## src/rtl/muldiv_pkg.sv

```systemverilog
// -----------------------------------------------------------------------------
// muldiv_pkg
// Shared definitions for the iterative multiply/divide engine:
//   - ITER      : CALC iterations per operation (one bit per cycle)
//   - OP_MUL/OP_DIV : encodings of the op input
//   - state_t and the FSM state constants IDLE/PREP/CALC/FIX/DONE
//   - cond_neg  : two's-complement negate-if helper used for magnitudes
//                 and for re-applying result signs
// -----------------------------------------------------------------------------
package muldiv_pkg;

    localparam int WIDTH_DEF = 32;
    localparam int ITER      = WIDTH_DEF;

    // Widest value cond_neg handles; covers the 2*WIDTH product for WIDTH <= 32.
    localparam int MAX_W = 64;

    localparam logic OP_MUL = 1'b0;
    localparam logic OP_DIV = 1'b1;

    typedef logic [2:0] state_t;

    localparam state_t IDLE = 3'd0;
    localparam state_t PREP = 3'd1;
    localparam state_t CALC = 3'd2;
    localparam state_t FIX  = 3'd3;
    localparam state_t DONE = 3'd4;

    // Returns -x when en is set, x otherwise. Callers zero-extend narrower
    // values and truncate the result; the low bits are still the correct
    // two's-complement negation.
    function automatic logic [MAX_W-1:0] cond_neg(input logic [MAX_W-1:0] x,
                                                  input logic             en);
        return en ? (~x + 64'd1) : x;
    endfunction

endpackage

```

## src/rtl/muldiv_seq_unit_if.sv

```systemverilog
// -----------------------------------------------------------------------------
// muldiv_seq_unit_if
// Execute-stage <-> multiply/divide engine handshake.
//   start  : launch an operation (sampled only when the engine is idle/done)
//   sin    : 1 = signed, 0 = unsigned
//   op     : 0 = multiply, 1 = divide
//   in_1   : multiplicand / dividend
//   in_2   : multiplier / divisor
//   busy   : engine is working, stall the pipeline
//   done   : one-cycle pulse, hi_out/lo_out valid
//   hi_out : product high half / remainder
//   lo_out : product low half / quotient
// Modports: master = execute stage, slave = engine.
// -----------------------------------------------------------------------------
interface muldiv_seq_unit_if #(
    parameter int WIDTH = 32
);
    logic             start;
    logic             sin;
    logic             op;
    logic [WIDTH-1:0] in_1;
    logic [WIDTH-1:0] in_2;
    logic             busy;
    logic             done;
    logic [WIDTH-1:0] hi_out;
    logic [WIDTH-1:0] lo_out;

    modport master (
        output start, sin, op, in_1, in_2,
        input  busy, done, hi_out, lo_out
    );

    modport slave (
        input  start, sin, op, in_1, in_2,
        output busy, done, hi_out, lo_out
    );
endinterface

```

## src/rtl/muldiv_seq_unit.sv

```systemverilog
// -----------------------------------------------------------------------------
// muldiv_seq_unit
// Iterative MULT/MULTU/DIV/DIVU engine feeding the HI/LO register.
// One FSM (IDLE -> PREP -> CALC x WIDTH -> FIX -> DONE) drives a 2*WIDTH
// shift/accumulate datapath: shift-add for multiply, restoring division for
// divide. Signed operations run on magnitudes; FIX re-applies the signs.
//
// Ports:
//   clk    : rising-edge clock
//   reset  : asynchronous, active-low reset
//   bus    : muldiv_seq_unit_if.slave (start/sin/op/in_1/in_2 in,
//            busy/done/hi_out/lo_out out)
//
// Parameter:
//   WIDTH  : operand width (<= 32); one CALC iteration per operand bit
//
// Build option:
//   MULDIV_EARLY_OUT_EN : multiply leaves CALC as soon as the remaining
//                         multiplier bits are zero; a zero multiplier skips
//                         CALC entirely. Results are identical either way.
// -----------------------------------------------------------------------------
module muldiv_seq_unit
    import muldiv_pkg::*;
#(
    parameter int WIDTH = ITER
) (
    input  logic              clk,
    input  logic              reset,
    muldiv_seq_unit_if.slave  bus
);

    localparam int CNT_W = $clog2(WIDTH);

`ifdef MULDIV_EARLY_OUT_EN
    localparam bit EARLY_OUT = 1'b1;
`else
    localparam bit EARLY_OUT = 1'b0;
`endif

    state_t             state;
    logic               sin_q;
    logic               op_q;
    logic [WIDTH-1:0]   in_1_q;
    logic [WIDTH-1:0]   in_2_q;
    logic               neg_res;   // product / quotient must be negated
    logic               neg_rem;   // remainder must be negated (dividend sign)
    logic [2*WIDTH-1:0] acc;       // mult: running product; div: {remainder, quotient}
    logic [2*WIDTH-1:0] mcand;     // multiplicand, shifted left each step
    logic [WIDTH-1:0]   b_reg;     // mult: multiplier, shifted right; div: divisor
    logic [CNT_W-1:0]   count;
    logic [WIDTH-1:0]   hi_q;
    logic [WIDTH-1:0]   lo_q;

    logic               accept;
    logic [WIDTH-1:0]   mag_1;
    logic [WIDTH-1:0]   mag_2;
    logic [WIDTH:0]     rem_sh;
    logic [WIDTH:0]     diff;
    logic               ge;
    logic [2*WIDTH-1:0] div_next;
    logic [2*WIDTH-1:0] mul_next;
    logic [WIDTH-1:0]   b_shift;
    logic               calc_last;
    logic [2*WIDTH-1:0] prod_fix;
    logic [WIDTH-1:0]   quo_fix;
    logic [WIDTH-1:0]   rem_fix;

    // A new operation is only taken when no operation is in flight.
    assign accept = bus.start && ((state == IDLE) || (state == DONE));

    assign bus.busy   = (state == PREP) || (state == CALC) || (state == FIX);
    assign bus.done   = (state == DONE);
    assign bus.hi_out = hi_q;
    assign bus.lo_out = lo_q;

    always_comb begin
        // NOTE: every signal driven here gets a value on every path first;
        // a missed assignment would infer a latch.
        mag_1 = WIDTH'(cond_neg(MAX_W'(in_1_q), sin_q & in_1_q[WIDTH-1]));
        mag_2 = WIDTH'(cond_neg(MAX_W'(in_2_q), sin_q & in_2_q[WIDTH-1]));

        // Restoring division step: shift {rem, quo} left, trial-subtract the
        // divisor from the widened remainder, keep the difference if it fits.
        rem_sh   = acc[2*WIDTH-1:WIDTH-1];
        diff     = rem_sh - {1'b0, b_reg};
        ge       = (rem_sh >= {1'b0, b_reg});
        div_next = {(ge ? diff[WIDTH-1:0] : rem_sh[WIDTH-1:0]), acc[WIDTH-2:0], ge};

        // Shift-add multiply step: add the aligned multiplicand for a set bit.
        mul_next = b_reg[0] ? (acc + mcand) : acc;
        b_shift  = b_reg >> 1;

        calc_last = (count == CNT_W'(WIDTH - 1)) ||
                    (EARLY_OUT && (op_q == OP_MUL) && (b_shift == '0));

        prod_fix = (2*WIDTH)'(cond_neg(MAX_W'(acc), neg_res));
        quo_fix  = WIDTH'(cond_neg(MAX_W'(acc[WIDTH-1:0]), neg_res));
        rem_fix  = WIDTH'(cond_neg(MAX_W'(acc[2*WIDTH-1:WIDTH]), neg_rem));
    end

    // NOTE: sequential state uses non-blocking assignments only, so every
    // register samples the pre-edge values of the others.
    always_ff @(posedge clk or negedge reset) begin
        if (!reset) begin
            state   <= IDLE;
            sin_q   <= 1'b0;
            op_q    <= OP_MUL;
            in_1_q  <= '0;
            in_2_q  <= '0;
            neg_res <= 1'b0;
            neg_rem <= 1'b0;
            acc     <= '0;
            mcand   <= '0;
            b_reg   <= '0;
            count   <= '0;
            hi_q    <= '0;
            lo_q    <= '0;
        end else begin
            if (accept) begin
                sin_q  <= bus.sin;
                op_q   <= bus.op;
                in_1_q <= bus.in_1;
                in_2_q <= bus.in_2;
            end

            case (state)
                IDLE: begin
                    if (accept) state <= PREP;
                end

                PREP: begin
                    count   <= '0;
                    neg_res <= sin_q & (in_1_q[WIDTH-1] ^ in_2_q[WIDTH-1]);
                    neg_rem <= sin_q & in_1_q[WIDTH-1];
                    b_reg   <= mag_2;
                    if (op_q == OP_DIV) begin
                        acc <= {{WIDTH{1'b0}}, mag_1};
                        if (in_2_q == '0) begin
                            // Divide by zero: no trap, fixed result pattern.
                            hi_q  <= in_1_q;
                            lo_q  <= '1;
                            state <= DONE;
                        end else begin
                            state <= CALC;
                        end
                    end else begin
                        acc   <= '0;
                        mcand <= {{WIDTH{1'b0}}, mag_1};
                        state <= (EARLY_OUT && (in_2_q == '0)) ? FIX : CALC;
                    end
                end

                CALC: begin
                    count <= count + 1'b1;
                    if (op_q == OP_DIV) begin
                        acc <= div_next;
                    end else begin
                        acc   <= mul_next;
                        mcand <= mcand << 1;
                        b_reg <= b_shift;
                    end
                    if (calc_last) state <= FIX;
                end

                FIX: begin
                    if (op_q == OP_DIV) begin
                        hi_q <= rem_fix;
                        lo_q <= quo_fix;
                    end else begin
                        {hi_q, lo_q} <= prod_fix;
                    end
                    state <= DONE;
                end

                DONE: begin
                    state <= accept ? PREP : IDLE;
                end

                default: state <= IDLE;
            endcase
        end
    end

endmodule
```

## src/flat_wrapper.sv

```systemverilog
// flat-port wrapper written by rule: the top's interface ports become plain ports
module muldiv_seq_unit_flat import muldiv_pkg::*;
#(
    parameter int WIDTH = ITER
)
  (clk, reset, bus_start, bus_sin, bus_op, bus_in_1, bus_in_2, bus_busy, bus_done, bus_hi_out, bus_lo_out);
  muldiv_seq_unit_if #(.WIDTH(WIDTH)) bus_i ();
  input  logic clk;
  input  logic reset;
  input wire logic [$bits(bus_i.start)-1:0] bus_start;
  input wire logic [$bits(bus_i.sin)-1:0] bus_sin;
  input wire logic [$bits(bus_i.op)-1:0] bus_op;
  input wire logic [$bits(bus_i.in_1)-1:0] bus_in_1;
  input wire logic [$bits(bus_i.in_2)-1:0] bus_in_2;
  output wire logic [$bits(bus_i.busy)-1:0] bus_busy;
  output wire logic [$bits(bus_i.done)-1:0] bus_done;
  output wire logic [$bits(bus_i.hi_out)-1:0] bus_hi_out;
  output wire logic [$bits(bus_i.lo_out)-1:0] bus_lo_out;
  assign bus_i.start = bus_start;
  assign bus_i.sin = bus_sin;
  assign bus_i.op = bus_op;
  assign bus_i.in_1 = bus_in_1;
  assign bus_i.in_2 = bus_in_2;
  assign bus_busy = bus_i.busy;
  assign bus_done = bus_i.done;
  assign bus_hi_out = bus_i.hi_out;
  assign bus_lo_out = bus_i.lo_out;
  muldiv_seq_unit #(.WIDTH(WIDTH)) u_core (.clk(clk), .reset(reset), .bus(bus_i));
endmodule
```

## config.mk

```make
export PLATFORM = sky130hd
export DESIGN_NAME = muldiv_seq_unit_flat
export DESIGN_NICKNAME = d
export VERILOG_FILES = /design/src/rtl/muldiv_pkg.sv /design/src/rtl/muldiv_seq_unit_if.sv /design/src/rtl/muldiv_seq_unit.sv /design/src/flat_wrapper.sv
export SDC_FILE = /design/constraint.sdc
export NUM_CORES = 1
export LEC_CHECK = 0
export CORE_MARGIN = 2
export CORE_UTILIZATION = 35
export DETAILED_ROUTE_END_ITERATION = 16
export GPL_TIMING_DRIVEN = 1
export SYNTH_ARGS = -nofsm -noshare
export SYNTH_HDL_FRONTEND = slang
export SYNTH_SLANG_ARGS = --single-unit
```

## constraint.sdc

```tcl
create_clock -name clk -period 3.4 [get_ports clk]
set_input_delay 0.51 -clock clk [delete_from_list [all_inputs] [get_ports clk]]
set_output_delay 0.51 -clock clk [all_outputs]
set_load 0.05 [all_outputs]
```

==> flow_summary.toml <==
[critical_path]
r2r_slack_ns = 0.06
arrival_ns = 3.77
cp_max_fo = 9
worstPathRequired_ns = 3.83
criticalPathCategory = "flip-flop to flip-flop"
ff2ff_path_depth = 11
start_kind = "flip-flop"
critical_path.endpoint_type = "flip-flop"

[run_status]
status = "complete, no violations"

[timing]
worstMarginPinSlew_ns = 1.27
post-route-min-period_ns = 3.34
setup_violations = 0
finClkSkew_ns = 0.0132
final_hold_viol_count = 0
whs_ns = 0.484
fmax_mhz = 300
slew_violations = 0
slew_headroom_pct = 15.1
min_period_over_period_pct = 98.2

[drt]
remaining_drc_errors = 0
drt_wl_total_mm = 75.7
wire_per_inst_um = 21.1
drtPass1Iterations = 5
vias = 20051
detail-route-antenna-nets = 0
drt-initial-drc-count = 1431
via_per_inst = 5.60

[layout]
largest_registers = "u_core.acc x64, u_core.mcand x64"
antenna_cells = 0
regArea_mm2 = 0.00751
final_cell_mix = "299 x dfrtp_1, 274 x nand2_1, 268 x buf_4, 244 x o21ai_0, 233 x a21oi_1"
nFillCells = 5815
area_delta_synth_final_pct = 26.2
drive_gt1_share_pct = 17.6
multi_input_area_mm2 = 0.0129
nNetsFinal = 2951
final_common_cell = "dfrtp_1"

[yosys]
synth_edf_count = 0
async_flop_share_pct = 100
synthCells = 2483
syn_area_mm2 = 0.0209
syn_nets = 2655
yosysUniqueCellTypes = 87
synth.avg_cell_area_um2 = 8.43
yosys_warnings = 0
ys_ff_latch = 300
synth_top_flop_cell = "dfrtp_1"
yosysSeqAreaShare_pct = 35.9

[global_routing]
grt_start_max_net_pins = 88
grt_pass1_wl_mm = 117
antenna_found_initial = 2
grt.overflow.total = 0
grtUsageTotal_pct = 23.8
grt_pass1_vias = 19676

[clock_network]
htreeDepth = 2
clockBufferDepth = 3
cts_buffers = 39
cts.sinks = 300
cts_tree = "built"
path_clk_slew_ns = 0.06
cts_root_buffer = "clkbuf_16"
insertion_delay_ns = 0.57

[min_path]
worstHoldPathCells = 2
hold_class = "flip-flop to flip-flop"

[place]
numPortBuffers = 134
dpl.hpwl_mm = 58.1
place_congestion = 0.960

[power_and_ir_drop]
ir_worst_vdd_v = 0.000757
leakagePower_uw = 0.0114
p_per_area_mw_per_mm2 = 1210
power_uw = 32100

[die]
initial_core_util_pct = 35.5
die_h_um = 249
chipWidth_um = 249
core_area_mm2 = 0.0590
top_level_ports = 135
die_area_mm2 = 0.0618
rows = 89

[job]
cap_violations = 0
## worst max-delay path: stages (launching register included)
cell and delay, ns:
dfrtp_1 0.40, inv_1 0.19, ha_2 0.39, a21o_1 0.25, a311oi_2 0.36, nor2b_2 0.26
a311oi_4 0.07, a21oi_4 0.29, mux2i_1 0.28, nor2_1 0.08, a221o_1 0.29, or3_1 0.35
## synth_stat cells, types with 35 or more instances
master | count | area share, %
inv_1 | 72 | 1.3
a21o_1 | 49 | 1.8
nor2_1 | 203 | 3.6
a22o_1 | 35 | 1.5
a21oi_1 | 236 | 5.6
o21ai_0 | 250 | 6.0
mux2_2 | 62 | 3.3
xnor2_1 | 91 | 3.8
o211ai_1 | 35 | 1.3
clkbuf_1 | 126 | 2.3
nand2_1 | 274 | 4.9
a31oi_1 | 42 | 1.3
o22ai_1 | 36 | 1.1
ha_1 | 101 | 6.0
xor2_1 | 106 | 4.4
dfrtp_1 | 300 | 36
nor3_1 | 40 | 0.96
## path summary, 6_finish.rpt
check	from	to
max	u_core.b_reg[24]	u_core.acc[54]
min	u_core.bus.hi_out[4]	u_core.bus.hi_out[4]
max reg2reg	u_core.b_reg[24]	u_core.acc[54]
min reg2reg	u_core.bus.hi_out[4]	u_core.bus.hi_out[4]
max in group asynchronous	reset	u_core.in_1_q[14]
min in group asynchronous	reset	u_core.bus.lo_out[27]
## through the flow
step	util (%)	cell area (um2)	std cells	TNS (ns)	worst slack (ns)
final	44.8	26400	3579	0	0.0619
after global routing	44.8	26400	3579	-0.0346	-0.0337
after CTS	44.3	26200	3577	-0.0125	-0.0125
after detailed placement	42.1	24800	3508	-0.679	-0.196
after global placement	42.1	24800	3508	-0.267	-0.159
after floorplan	-	20900	2483	0	0.0937
## kinds of logic after synthesis
family / synth area share [%]
mux: 3.96
xor+xnor: 8.24
fa+ha+maj: 6.23
simple gates: 15.8
compound gates: 25.7
buf+inv: 4.22
flops: 35.9
## repair_timing
item,in CTS,in global routing
hold endpoints to repair,11,0
buffers inserted,1,3
endpoints found under the setup margin,9,25
hold buffers,1,0
cloned,0,0
resized for setup,12,53
pin swaps,6,22
## power breakdown
part / internal, uW / switching, uW
sequential: 5130 / 1590
combinational: 8510 / 12700
clock: 2480 / 1690
total: 16100 / 16000
## final cells by class
cell class              instances  share of cell area, %
clock inverters                15                  0.762
clock buffers                  53                   3.97
well taps                     773                   3.66
multi-input cells            1955                   48.9
flip-flops and latches        300                   28.4
inverters                      73                   1.04
repair buffers                410                   13.2
## routing by layer
| layer | wire (um) | up-vias | global-route usage (%) |
|---|---|---|---|
| met5 | 10 | - | 0 |
| met4 | 3150 | 2 | 9.68 |
| met3 | 3820 | 140 | 3.20 |
| met2 | 35800 | 597 | 39.5 |
| met1 | 32900 | 9749 | 31.3 |
| li1 | - | 9563 | - |
Note: power is estimated with default switching activity, not from simulation.
